`src/rtl/param_multicycle_alu.sv`:
```
// param_multicycle_alu: WIDTH-bit ALU with a registered result, iterative
// unsigned multiply/divide and valid/ready handshakes on both sides.
//
// state | meaning
// IDLE  | waiting for an operation; result registers hold the last result
// BUSY  | multiply/divide in progress, one operand bit per cycle
// DONE  | result formed from latched operands/accumulators, loads this edge
module param_multicycle_alu #(
  parameter int WIDTH = 32,
  parameter int CNT_W = $clog2(WIDTH) + 1
) (
  input  logic             clk,
  input  logic             rst_n,
  input  logic             inValid,
  output logic             inReady,
  input  logic [WIDTH-1:0] dataA,
  input  logic [WIDTH-1:0] dataB,
  input  logic [2:0]       Signal,
  output logic             outValid,
  input  logic             outReady,
  output logic [WIDTH-1:0] dataOut,
  output logic [WIDTH-1:0] dataOutHi,
  output logic             zero,
  output logic             overflow,
  output logic             divByZero
);

  typedef enum logic [1:0] {S_IDLE = 2'd0, S_BUSY = 2'd1, S_DONE = 2'd2} state_t;

  localparam logic [2:0] OP_AND  = 3'b000;
  localparam logic [2:0] OP_OR   = 3'b001;
  localparam logic [2:0] OP_ADD  = 3'b010;
  localparam logic [2:0] OP_MULU = 3'b011;
  localparam logic [2:0] OP_DIVU = 3'b100;
  localparam logic [2:0] OP_SUB  = 3'b110;
  localparam logic [2:0] OP_SLT  = 3'b111;
  localparam logic [CNT_W-1:0] CNT_LAST = CNT_W'(WIDTH - 1);

  state_t           state_q, state_d;
  logic [CNT_W-1:0] cnt_q, cnt_d;
  logic [2:0]       op_q, op_d;
  logic [WIDTH-1:0] a_q, a_d, b_q, b_d;
  logic [WIDTH-1:0] acc_hi_q, acc_hi_d, acc_lo_q, acc_lo_d;
  logic             out_valid_q, out_valid_d;
  logic [WIDTH-1:0] data_out_q, data_out_d, data_out_hi_q, data_out_hi_d;
  logic             zero_q, zero_d, ovf_q, ovf_d, dbz_q, dbz_d;

  logic             accept;
  logic [WIDTH:0]   mul_sum, div_rem_sh, div_trial;
  logic [WIDTH-1:0] add_res, sub_res, res_lo, res_hi;
  logic             res_ovf, res_dbz;

  assign inReady   = (state_q == S_IDLE) && (!out_valid_q || outReady);
  assign accept    = inValid && inReady;
  assign outValid  = out_valid_q;
  assign dataOut   = data_out_q;
  assign dataOutHi = data_out_hi_q;
  assign zero      = zero_q;
  assign overflow  = ovf_q;
  assign divByZero = dbz_q;

  // One shift-add / restoring-divide step, plus the final result selection
  always_comb begin
    mul_sum    = {1'b0, acc_hi_q} + (acc_lo_q[0] ? {1'b0, a_q} : '0);
    div_rem_sh = {acc_hi_q, acc_lo_q[WIDTH-1]};
    div_trial  = div_rem_sh - {1'b0, b_q};
    add_res    = a_q + b_q;
    sub_res    = a_q - b_q;
    res_lo     = '0;
    res_hi     = '0;
    res_ovf    = 1'b0;
    res_dbz    = 1'b0;
    case (op_q)
      OP_AND: res_lo = a_q & b_q;
      OP_OR:  res_lo = a_q | b_q;
      OP_ADD: begin
        res_lo  = add_res;
        res_ovf = (a_q[WIDTH-1] == b_q[WIDTH-1]) && (add_res[WIDTH-1] != a_q[WIDTH-1]);
      end
      OP_SUB: begin
        res_lo  = sub_res;
        res_ovf = (a_q[WIDTH-1] != b_q[WIDTH-1]) && (sub_res[WIDTH-1] != a_q[WIDTH-1]);
      end
      OP_SLT: res_lo = {{(WIDTH-1){1'b0}}, ($signed(a_q) < $signed(b_q))};
      OP_MULU: begin
        res_lo = acc_lo_q;
        res_hi = acc_hi_q;
      end
      OP_DIVU: begin
        if (b_q == '0) begin
          res_lo  = '1;
          res_hi  = a_q;
          res_dbz = 1'b1;
        end else begin
          res_lo = acc_lo_q;
          res_hi = acc_hi_q;
        end
      end
      default: ;
    endcase
  end

  // Next-state: acceptance, iteration, result load and output handshake
  always_comb begin
    state_d       = state_q;
    cnt_d         = cnt_q;
    op_d          = op_q;
    a_d           = a_q;
    b_d           = b_q;
    acc_hi_d      = acc_hi_q;
    acc_lo_d      = acc_lo_q;
    out_valid_d   = out_valid_q && !outReady;
    data_out_d    = data_out_q;
    data_out_hi_d = data_out_hi_q;
    zero_d        = zero_q;
    ovf_d         = ovf_q;
    dbz_d         = dbz_q;
    case (state_q)
      S_IDLE: begin
        if (accept) begin
          op_d     = Signal;
          a_d      = dataA;
          b_d      = dataB;
          acc_hi_d = '0;
          cnt_d    = '0;
          if (Signal == OP_MULU) begin
            acc_lo_d = dataB;
            state_d  = S_BUSY;
          end else if (Signal == OP_DIVU && dataB != '0) begin
            acc_lo_d = dataA;
            state_d  = S_BUSY;
          end else begin
            acc_lo_d = '0;
            state_d  = S_DONE;
          end
        end
      end
      S_BUSY: begin
        if (op_q == OP_MULU) begin
          {acc_hi_d, acc_lo_d} = {mul_sum, acc_lo_q[WIDTH-1:1]};
        end else if (!div_trial[WIDTH]) begin
          acc_hi_d = div_trial[WIDTH-1:0];
          acc_lo_d = {acc_lo_q[WIDTH-2:0], 1'b1};
        end else begin
          acc_hi_d = div_rem_sh[WIDTH-1:0];
          acc_lo_d = {acc_lo_q[WIDTH-2:0], 1'b0};
        end
        cnt_d = cnt_q + CNT_W'(1);
        if (cnt_q == CNT_LAST) state_d = S_DONE;
      end
      S_DONE: begin
        state_d       = S_IDLE;
        cnt_d         = '0;
        out_valid_d   = 1'b1;
        data_out_d    = res_lo;
        data_out_hi_d = res_hi;
        zero_d        = (res_lo == '0);
        ovf_d         = res_ovf;
        dbz_d         = res_dbz;
      end
      default: state_d = S_IDLE;
    endcase
  end

  // State, operand, accumulator and result registers
  always_ff @(posedge clk or negedge rst_n) begin
    if (!rst_n) begin
      state_q       <= S_IDLE;
      cnt_q         <= '0;
      op_q          <= '0;
      a_q           <= '0;
      b_q           <= '0;
      acc_hi_q      <= '0;
      acc_lo_q      <= '0;
      out_valid_q   <= 1'b0;
      data_out_q    <= '0;
      data_out_hi_q <= '0;
      zero_q        <= 1'b0;
      ovf_q         <= 1'b0;
      dbz_q         <= 1'b0;
    end else begin
      state_q       <= state_d;
      cnt_q         <= cnt_d;
      op_q          <= op_d;
      a_q           <= a_d;
      b_q           <= b_d;
      acc_hi_q      <= acc_hi_d;
      acc_lo_q      <= acc_lo_d;
      out_valid_q   <= out_valid_d;
      data_out_q    <= data_out_d;
      data_out_hi_q <= data_out_hi_d;
      zero_q        <= zero_d;
      ovf_q         <= ovf_d;
      dbz_q         <= dbz_d;
    end
  end

endmodule

```
`config.mk`:
```
export PLATFORM = sky130hd
export DESIGN_NAME = param_multicycle_alu
export DESIGN_NICKNAME = d
export VERILOG_FILES = /design/src/rtl/param_multicycle_alu.sv
export SDC_FILE = /design/constraint.sdc
export NUM_CORES = 1
export LEC_CHECK = 0
export BUFFER_PORTS_ARGS = -buffer_cell sky130_fd_sc_hd__buf_2
export CORE_MARGIN = 5
export CORE_UTILIZATION = 39
export CTS_BUF_LIST = sky130_fd_sc_hd__clkbuf_4 sky130_fd_sc_hd__clkbuf_8
export CTS_CLUSTER_SIZE = 10
export DETAILED_ROUTE_END_ITERATION = 6
export PLACE_DENSITY_LB_ADDON = 0.1
export SLEW_MARGIN = 40
export SYNTH_ARGS = -nofsm -noshare
export SYNTH_HDL_FRONTEND = slang
export SYNTH_SLANG_ARGS = --single-unit
```
`constraint.sdc`:
```
create_clock -name clk -period 5.2 [get_ports clk]
set_input_delay 0.26 -clock clk [delete_from_list [all_inputs] [get_ports clk]]
set_output_delay 0.26 -clock clk [all_outputs]
set_load 0.02 [all_outputs]
```
==> results of run 1 <==
cell usage in the layout, fill, tap and decap left out, drive strengths merged, types with 13 or more instances in the layout:
| cell type | n |
|---|---|
| nand2 | 273 |
| o21ai | 207 |
| dfrtp | 207 |
| buf | 182 |
| ha | 165 |
| nor2 | 142 |
| a21oi | 131 |
| inv | 130 |
| mux2 | 73 |
| dlygate4sd3 | 67 |
| clkbuf | 65 |
| a22oi | 63 |
| xnor2 | 61 |
| a211oi | 57 |
| a31oi | 54 |
| a21o | 44 |
| mux2i | 41 |
| and2 | 39 |
| a22o | 36 |
| nand3 | 29 |
| nand2b | 27 |
| nor3 | 26 |
| nor4 | 26 |
| xor2 | 24 |
| nor2b | 18 |
| a221o | 17 |
| nand4 | 16 |
| o31ai | 16 |
| o21a | 15 |
| o21bai | 15 |
| and3 | 13 |
| o211ai | 13 |
sequential cells by signal, summed over array words and instances, names as in the netlist, 2 cells and up:
signal and flops:
a_q 32, acc_hi_q 32, acc_lo_q 32, b_q 32, cnt_q 6, dataOut 32
dataOutHi 32, op_q 3, state_q 2
layout make-up:
type	instances	share of cell area [%]
well taps	607	3.57
clock buffers	65	3.76
multi-input cells	1770	57.5
inverters	130	2.29
repair buffers	249	8.11
clock inverters	8	0.447
flip-flops and latches	207	24.3
diodes	1	0.0118
metrics by stage:
| step | setup WS (ns) | utilization [%] | total power [mW] | std cells | hold slack [ns] |
|---|---|---|---|---|---|
| 2_1_floorplan | 1.75 | - | 11.5 | 2237 | -0.0356 |
| 3_3_place_gp | 0.812 | 42.3 | 15.1 | 2896 | 0.295 |
| 3_5_place_dp | 0.801 | 42.4 | 15.2 | 2896 | 0.303 |
| 4_1_cts | 0.789 | 45.7 | 17.2 | 3036 | 0.00720 |
| 5_1_grt | 0.440 | 45.7 | 18.6 | 3036 | 0.00678 |
| 6_report | 0.752 | 45.7 | 17.4 | 3037 | 0.0511 |
cells by family (layout without fill, tap and decap cells):
| kind of cell | after synthesis | after routing | synth area share, % |
|---|---|---|---|
| adders and majority gates | 169 | 169 | 11.7 |
| buffers and inverters | 260 | 452 | 5.55 |
| xor gates and xnor gates | 85 | 85 | 4.06 |
| muxes | 114 | 114 | 6.74 |
| DFF | 207 | 207 | 28.2 |
| other | 0 | 1 | 0 |
| and+or+nand+nor | 645 | 645 | 16.3 |
| AOI/OAI and AO/OA | 757 | 757 | 27.4 |
power groups by stage:
stage	sequential (mW)	clock, mW	combinational, mW
2_1_floorplan	3.18	0	8.28
3_3_place_gp	3.41	0	11.7
3_5_place_dp	3.44	0	11.7
4_1_cts	3.42	1.93	11.8
5_1_grt	3.54	2.00	13.1
6_report	3.44	1.88	12.0
metal layers:
metal  part of all wire [%]  global-route usage [%]  vias to the layer above
met3                    7.6                    4.57                      119
li1                       -                       -                     8478
met4                    2.5                    6.60                        0
met5                      0                       0                        -
met2                     43                    43.7                      770
met1                     47                    42.6                     8966
critical path, stage by stage (launching register included):
cell	delay, ns
dfrtp_1	0.42
ha_1	0.21
inv_1	0.07
fa_1	0.41
nand2b_1	0.21
a21oi_1	0.46
a21oi_1	0.26
o311ai_0	0.59
a31oi_1	0.25
nand2b_1	0.23
a32oi_1	0.20
xnor2_1	0.14
o211ai_1	0.13
nor4_1	0.39
nand4_1	0.16
o31ai_2	0.22
worst paths after layout:
kind,start,slack (ns),endpoint
hold / removal,dataB[31],0.05,b_q[31]
min in group asynchronous,rst_n,0.21,dataOut[9]
setup reg to reg,b_q[0],0.75,zero
setup / recovery,b_q[0],0.75,zero
max in group asynchronous,rst_n,3.76,cnt_q[4]
hold reg to reg,dataOut[12],0.47,dataOut[12]
repair_timing:
item	CTS	global route
setup buffers	0	0
hold buffers	67	0
setup endpoints to repair	0	0
endpoints found under the hold margin	145	0
==> impl_metrics.tcl, run 1 <==
set metrics [dict create \
    cp_max_fo 6 \
    drt-total-wl_um 75600 \
    row_count 79 \
    antenna_found_initial 3 \
    grt_setup_unrepaired "no" \
    path_clk_slew_ns 0.06 \
    ff_latch_area_um2 5180 \
    grtUsageTotal_pct 28.6 \
    drtPass1Iterations 7 \
    synth_largest_area_cell "dfrtp_1" \
    yosysSeqAreaShare_pct 28.2 \
    fin_area_um2 21300 \
    clk_latency_ns 0.62 \
    gp_congestion 0.977 \
    clock_sinks 207 \
    ys_ff_latch 207 \
    whs_path_depth 2 \
    clock_skew_ns 0.0195 \
    grt_pass1_vias 17400 \
    min_period_over_period_pct 85.5 \
    start_util_pct 39.4 \
    hp-class "in2reg" \
    cp-start-kind "flop" \
    crit_type "reg2reg" \
    final.setup.tns_ns 0 \
    wl_per_cell_um 24.9 \
    via_per_inst 6.04 \
    clockRootBuffer "clkbuf_8" \
    power.switching_mw 9.38 \
    clockPowerShare_pct 10.8 \
    grt_overflow_total 0 \
    drive_above_1_share_pct 15.2 \
    vias 18300 \
    swShare_pct 54.1 \
    n_fill_cell 4621 \
    clockBufferDepth 3 \
    combPwrFrac_pct 69.3 \
    yosys_warnings 0 \
    max_cap_violations 0 \
    grt_max_degree 129 \
    setup_violations 0 \
    port_buffers 139 \
    route.detailed.drc 8 \
    ant_nets 0 \
    ys_async_sr_fraction_pct 100 \
    syn_avg_cell_area_um2 8.20 \
    ys_top_cells_by_area "dfrtp_1, ha_1, o21ai_0, nand2_1, mux2_2" \
    die_x_um 227 \
    synth-edff-count 0 \
    seqPwrFrac_pct 19.8 \
    required_ns 5.72 \
    irDropWorstVdd_mv 0.335 \
    ios 140 \
    max_freq_ghz 0.225 \
    multi_input_area_um2 12200 \
    tritoncts "done" \
    placed_area_um2 19700 \
    synth.most_common_cell "nand2_1" \
    drtIter0Drc 1597 \
    p_int_mw 7.97 \
    yosysUniqueCellTypes 84 \
    final_nets 2639 \
    cts_buffers 41 \
    area_growth_pct 16.1 \
    dieArea_um2 51500 \
    outcome "complete, but fails checks" \
    cp-end-kind "flop" \
    syn_area_um2 18300 \
    hold_violations 0 \
    syn-num-nets 2477 \
    max_slew.worst_pin.slew_ns 0.787 \
    slew_headroom_pct 47.2 \
    power_density_nw_per_um2 815 \
    htree_levels 2 \
    netlist_instances 2237 \
    grt_first_pass_wirelength_um 113000 \
    violations "design-rule violations" \
    synth_top_cells_by_count "nand2_1, dfrtp_1, o21ai_0" \
    synth_ff_type "dfrtp_1" \
    fin_crit_ns 4.45 \
    dp_hpwl_um 55600 \
    core_um2 46600 \
    arrival_ns 4.97 \
    final_max_slew_viol_count 0 \
    netlist.area_leader.share_pct 28.2 \
    die_h_um 227 \
    leakage_nw 9.89 \
    post_cts_resized 0 \
    ff2ff_path_depth 15 \
]
No activity file was read; power rests on OpenSTA's default activity.
==> inputs of run 2 (changes only) <==
RECOVER_POWER = 25   (was not set)
==> run 2 against run 1 <==
  * The run still ends with design-rule violations left
  * Combinational power about the same
  * Worst setup slack got worse by 0.015 ns
  * Cell area decreased by 0.27%
  * Sequential power about the same
  * Non-clock buffer count unchanged
  * Sequential share of layout area increased by 0.066 points
  * Clock skew about the same
  * Final cell count unchanged
  * Worst hold slack improved by 0.0011 ns
  * Flip-flop and latch count unchanged
  * Global-route usage unchanged
  * Largest cell class unchanged
  * Largest power group unchanged
==> impl_metrics.tcl, run 2 (same netlist as run 1, synthesis figures left out) <==
set metrics [dict create \
    outcome "complete, but fails checks" \
    violations "design-rule violations" \
    max_slew.worst_pin.slew_ns 1.29 \
    fin_cells 3037 \
    core_um2 46600 \
    path_cells "ha_1, inv_1, fa_1, nand2b_1, a21oi_1, a21oi_1, o311ai_0, a31oi_1, nand2b_1, a32oi_1, xnor2_1, o211ai_1, nor4_1, nand4_1, o31ai_2" \
    cpMaxStageDelayCell "o311ai_0" \
    drtPass1Iterations 7 \
    grt_overflow_total 0 \
    wl_per_cell_um 24.9 \
    crit_type "reg2reg" \
    area_growth_pct 15.8 \
    drtIter0Drc 1549 \
    final_max_slew_viol_count 0 \
    fin_crit_ns 4.46 \
    post_cts_resized 0 \
    hold_violations 0 \
    htree_levels 2 \
    die_h_um 227 \
    cp-end-kind "flop" \
    drive_above_1_share_pct 13.5 \
    path_clk_slew_ns 0.06 \
    power_density_nw_per_um2 816 \
    gp_congestion 0.977 \
    place_inst 2896 \
    port_buffers 139 \
    grt_setup_unrepaired "no" \
    grt_first_pass_wirelength_um 113000 \
    die_x_um 227 \
    final.setup.tns_ns 0 \
    clk_latency_ns 0.62 \
    ios 140 \
    grtUsageTotal_pct 28.6 \
    hp-class "in2reg" \
    clockBufferDepth 3 \
    via_per_inst 6.04 \
    tritoncts "done" \
    required_ns 5.72 \
    layout_commonest_cell "nand2_1" \
    clock_sinks 207 \
    fin_ws_ns 0.737 \
    route.detailed.drc 2 \
    start_util_pct 39.4 \
    holdWs_ns 0.0522 \
    clockRootBuffer "clkbuf_8" \
    clock_skew_ns 0.0193 \
    final_cell_mix "nand2_1, o21ai_0, dfrtp_1" \
    final_util_pct 45.6 \
    cp_max_fo 6 \
    drt-total-wl_um 75600 \
    vias 18300 \
    grt_pass1_vias 17400 \
    cts_buffers 41 \
    min_period_over_period_pct 85.8 \
    ant_nets 0 \
    dp_hpwl_um 55600 \
    leakage_nw 9.74 \
    slew_headroom_pct 14.1 \
    setup_violations 0 \
    grt_max_degree 129 \
    arrival_ns 4.98 \
    final_nets 2639 \
    antenna_found_initial 3 \
    irDropWorstVdd_mv 0.335 \
    cp-start-kind "flop" \
    preCtsSetupSlack_ns 0.801 \
    max_freq_ghz 0.224 \
    cpPeakStageDelay_ns 0.60 \
    max_cap_violations 0 \
    dieArea_um2 51500 \
    row_count 79 \
]
run 2: metal layers:
layer / track usage [%] / vias to the layer above / wire length (um) / part of all wire, %
met3: 4.57 / 110 / 5350 / 7.1
met2: 43.7 / 736 / 32900 / 43
met4: 6.60 / 0 / 1730 / 2.3
met5: 0 / - / 0 / 0
met1: 42.6 / 9009 / 35700 / 47
li1: - / 8476 / - / -
run 2: final timing paths:
path,slack (ns),end,cells past startpoint,startpoint
setup / recovery,0.74,zero,15,b_q[0]
hold / removal,0.05,b_q[31],2,dataB[31]
setup reg to reg,0.74,zero,15,b_q[0]
hold reg to reg,0.47,dataOut[12],2,dataOut[12]
max in group asynchronous,3.76,cnt_q[4],3,rst_n
min in group asynchronous,0.22,dataOut[9],2,rst_n
run 2: timing repair:
action | CTS | global route
hold endpoints to repair | 145 | 0
hold buffers | 67 | 0
setup endpoints to repair | 0 | 0
buffers inserted | 0 | 0
run 2: worst max-delay path: cells and delay by family (launching register included):
kind                       cells  cell delay, ns
buffers and inverters          1            0.06
adders and majority gates      2            0.62
and+or+nand+nor                4            0.99
DFF                            1            0.43
xor gates and xnor gates       1            0.14
AOI/OAI and AO/OA              7            2.13
run 2: area by class of cell:
class | count | area, um2
Antenna cell | 1 | 2.50
Clock buffer | 65 | 801
Clock inverter | 8 | 95.1
Fill cell | 4647 | 25300
Inverter | 130 | 488
Multi-Input combinational cell | 1770 | 12200
Sequential cell | 207 | 5180
Tap cell | 607 | 759
Timing Repair Buffer | 249 | 1680
run 2: metrics by stage:
stage / cell area [um2] / power, mW
after global routing: 21200 / 18.6
after floorplan: 18300 / 11.5
final: 21200 / 17.3
after global placement: 19700 / 15.1
after detailed placement: 19700 / 15.2
after CTS: 21300 / 17.2
run 2: power by group:
group	internal (mW)	leakage (nW)	switching [mW]
Combinational	4.53	6.65	7.47
Sequential	2.33	2.61	1.11
Clock	1.07	0.473	0.810
Total	7.93	9.74	9.39
==> inputs of run 3 (changes only) <==
CORE_MARGIN = not set   (was 5)
==> run 3 against run 2 <==
  * The flow finishes with violations (max-capacitance violations, max-slew violations)
  * Non-clock buffer count grew 11
  * Combinational power hardly changed
  * Sequential share of layout area shrank 0.23 points
  * Critical path type unchanged
  * Largest cell class unchanged
==> impl_metrics.tcl, run 3 (same netlist as run 1, synthesis figures left out) <==
set metrics [dict create \
    outcome "complete, but fails checks" \
    violations "max-capacitance violations, max-slew violations" \
    grt_max_degree 77 \
    required_ns 5.73 \
    clock_sinks 207 \
    gp_congestion 0.949 \
    via_per_inst 6.00 \
    clock_skew_ns 0.0200 \
    grt_overflow_total 0 \
    cpPeakStageDelay_ns 0.67 \
    clk_latency_ns 0.63 \
    r2r_slack_ns 0.56 \
    critPathBufInv 1 \
    leakage_nw 9.98 \
    cp-start-kind "flop" \
    irDropWorstVdd_mv 0.326 \
    slew_headroom_pct -118 \
    holdWs_ns 0.337 \
    start_util_pct 39.5 \
    area_growth_pct 16.9 \
    dp_hpwl_um 56300 \
    path_cells "ha_1, inv_1, fa_1, nand2b_1, a21oi_1, a21oi_1, o311ai_0, a31oi_1, nand2b_1, a32oi_1, xnor2_1, o211ai_1, nor4_1, nand4_1, o31ai_2" \
    power_density_nw_per_um2 817 \
    arrival_ns 5.17 \
    drtIter0Drc 1511 \
    min_period_over_period_pct 89.2 \
    row_count 79 \
    vias 18300 \
    dr_wl_met3_um 6220 \
    ant_nets 0 \
    port_buffers 139 \
    max_freq_ghz 0.215 \
    grt_pass1_vias 17600 \
    wl_met1_um 33900 \
    critPathTopFamily "compound AO/OA/AOI/OAI gates" \
    clockBufferDepth 3 \
    drt-total-wl_um 75700 \
    core_um2 46500 \
    final.setup.tns_ns 0 \
    fin_crit_ns 4.64 \
    ff2ff_path_depth 15 \
    die_x_um 219 \
    hp-start "inValid" \
    final_max_slew_viol_count 57 \
    ios 140 \
    cpMaxStageDelayCell "o311ai_0" \
    reg2reg_to "zero" \
    r2r-start "b_q[0]" \
    drive_above_1_share_pct 15.5 \
    layout_commonest_cell "nand2_1" \
    final_nets 2652 \
    dieArea_um2 47900 \
    htree_levels 2 \
    grtUsageTotal_pct 31.3 \
    final_cell_mix "nand2_1, o21ai_0, dfrtp_1" \
    wl_met2_um 33000 \
    hp-class "in2reg" \
    route.detailed.drc 0 \
    cp_max_fo 6 \
    grt_first_pass_wirelength_um 112000 \
    tritoncts "done" \
    max_slew.worst_pin.slew_ns 3.26 \
    post_cts_buffers 0 \
    grt_setup_unrepaired "no" \
    cp-end-kind "flop" \
    setup_violations 0 \
    top_layer_used "met4" \
    die_h_um 219 \
    drtPass1Iterations 7 \
    cts_buffers 43 \
    clockRootBuffer "clkbuf_8" \
    whs_path_depth 3 \
    antenna_found_initial 1 \
    crit_type "reg2reg" \
    hold_violations 0 \
    min_to "state_q[1]" \
    wl_per_cell_um 24.8 \
    path_clk_slew_ns 0.06 \
    max_cap_violations 1 \
]
-- run 3: cell types whose count changed in the layout (fill, tap and decap cells not counted), moves of 2 or more --
cell           before  now
dlygate4sd3_1      67   69
buf_4              40   48
clkbuf_8           50   56
nor4_1             23   25
clkbuf_1           40    1
inv_6               0    2
nor4_2              3    1
buf_2              98  138
-- run 3: where the power goes --
group	switching (mW)	leakage, nW	internal, mW
clock	0.830	0.507	1.12
sequential	1.13	2.61	2.33
combinational	7.49	6.86	4.60
total	9.45	9.98	8.05
-- run 3: repair_timing --
| action | CTS | global route |
|---|---|---|
| hold buffers | 69 | 0 |
| gates resized for setup | 0 | 0 |
| endpoints found under the hold margin | 131 | 0 |
-- run 3: metrics by stage --
step / area, um2 / util, % / setup slack (ns) / instances / power, mW
after floorplan: 18300 / - / 1.75 / 2237 / 11.5
after global placement: 19800 / 42.5 / 0.714 / 2904 / 15.3
after detailed placement: 19800 / 42.6 / 0.785 / 2905 / 15.2
after CTS: 21400 / 46.1 / 0.741 / 3052 / 17.3
after global routing: 21400 / 46.1 / 0.332 / 3052 / 18.8
final: 21400 / 46.1 / 0.560 / 3053 / 17.5
-- run 3: worst min-delay path: stages --
cell and delay, ns:
buf_2 0.15, nand2_8 0.39, a21oi_1 0.13
-- run 3: per-layer routing --
| metal | up-vias | global-route usage [%] |
|---|---|---|
| met3 | 138 | 6.39 |
| met5 | - | 0 |
| met1 | 8989 | 43.4 |
| li1 | 8503 | - |
| met2 | 675 | 47.8 |
| met4 | 0 | 11.6 |
-- run 3: cell type report --
type                       count  area [um2]
tap                          607         759
sequential                   207        5180
fill                        4689       25000
antenna                        1        2.50
clock inverter                 7        70.1
timing repair buffer         260        1820
inverter                     130         488
multi-input combinational   1770       12200
clock buffer                  71         883
-- run 3: worst max path at each step --
| stage | start | to | slack (ns) | depth (start not counted) |
|---|---|---|---|---|
| finish | b_q[0] | zero | 0.56 | 15 |
| global route | b_q[0] | zero | 0.33 | 15 |
| CTS | a_q[5] | zero | 0.74 | 14 |
| detailed placement | b_q[0] | zero | 0.78 | 15 |
| global placement | b_q[5] | zero | 0.71 | 14 |
| floorplan | b_q[6] | zero | 1.75 | 15 |
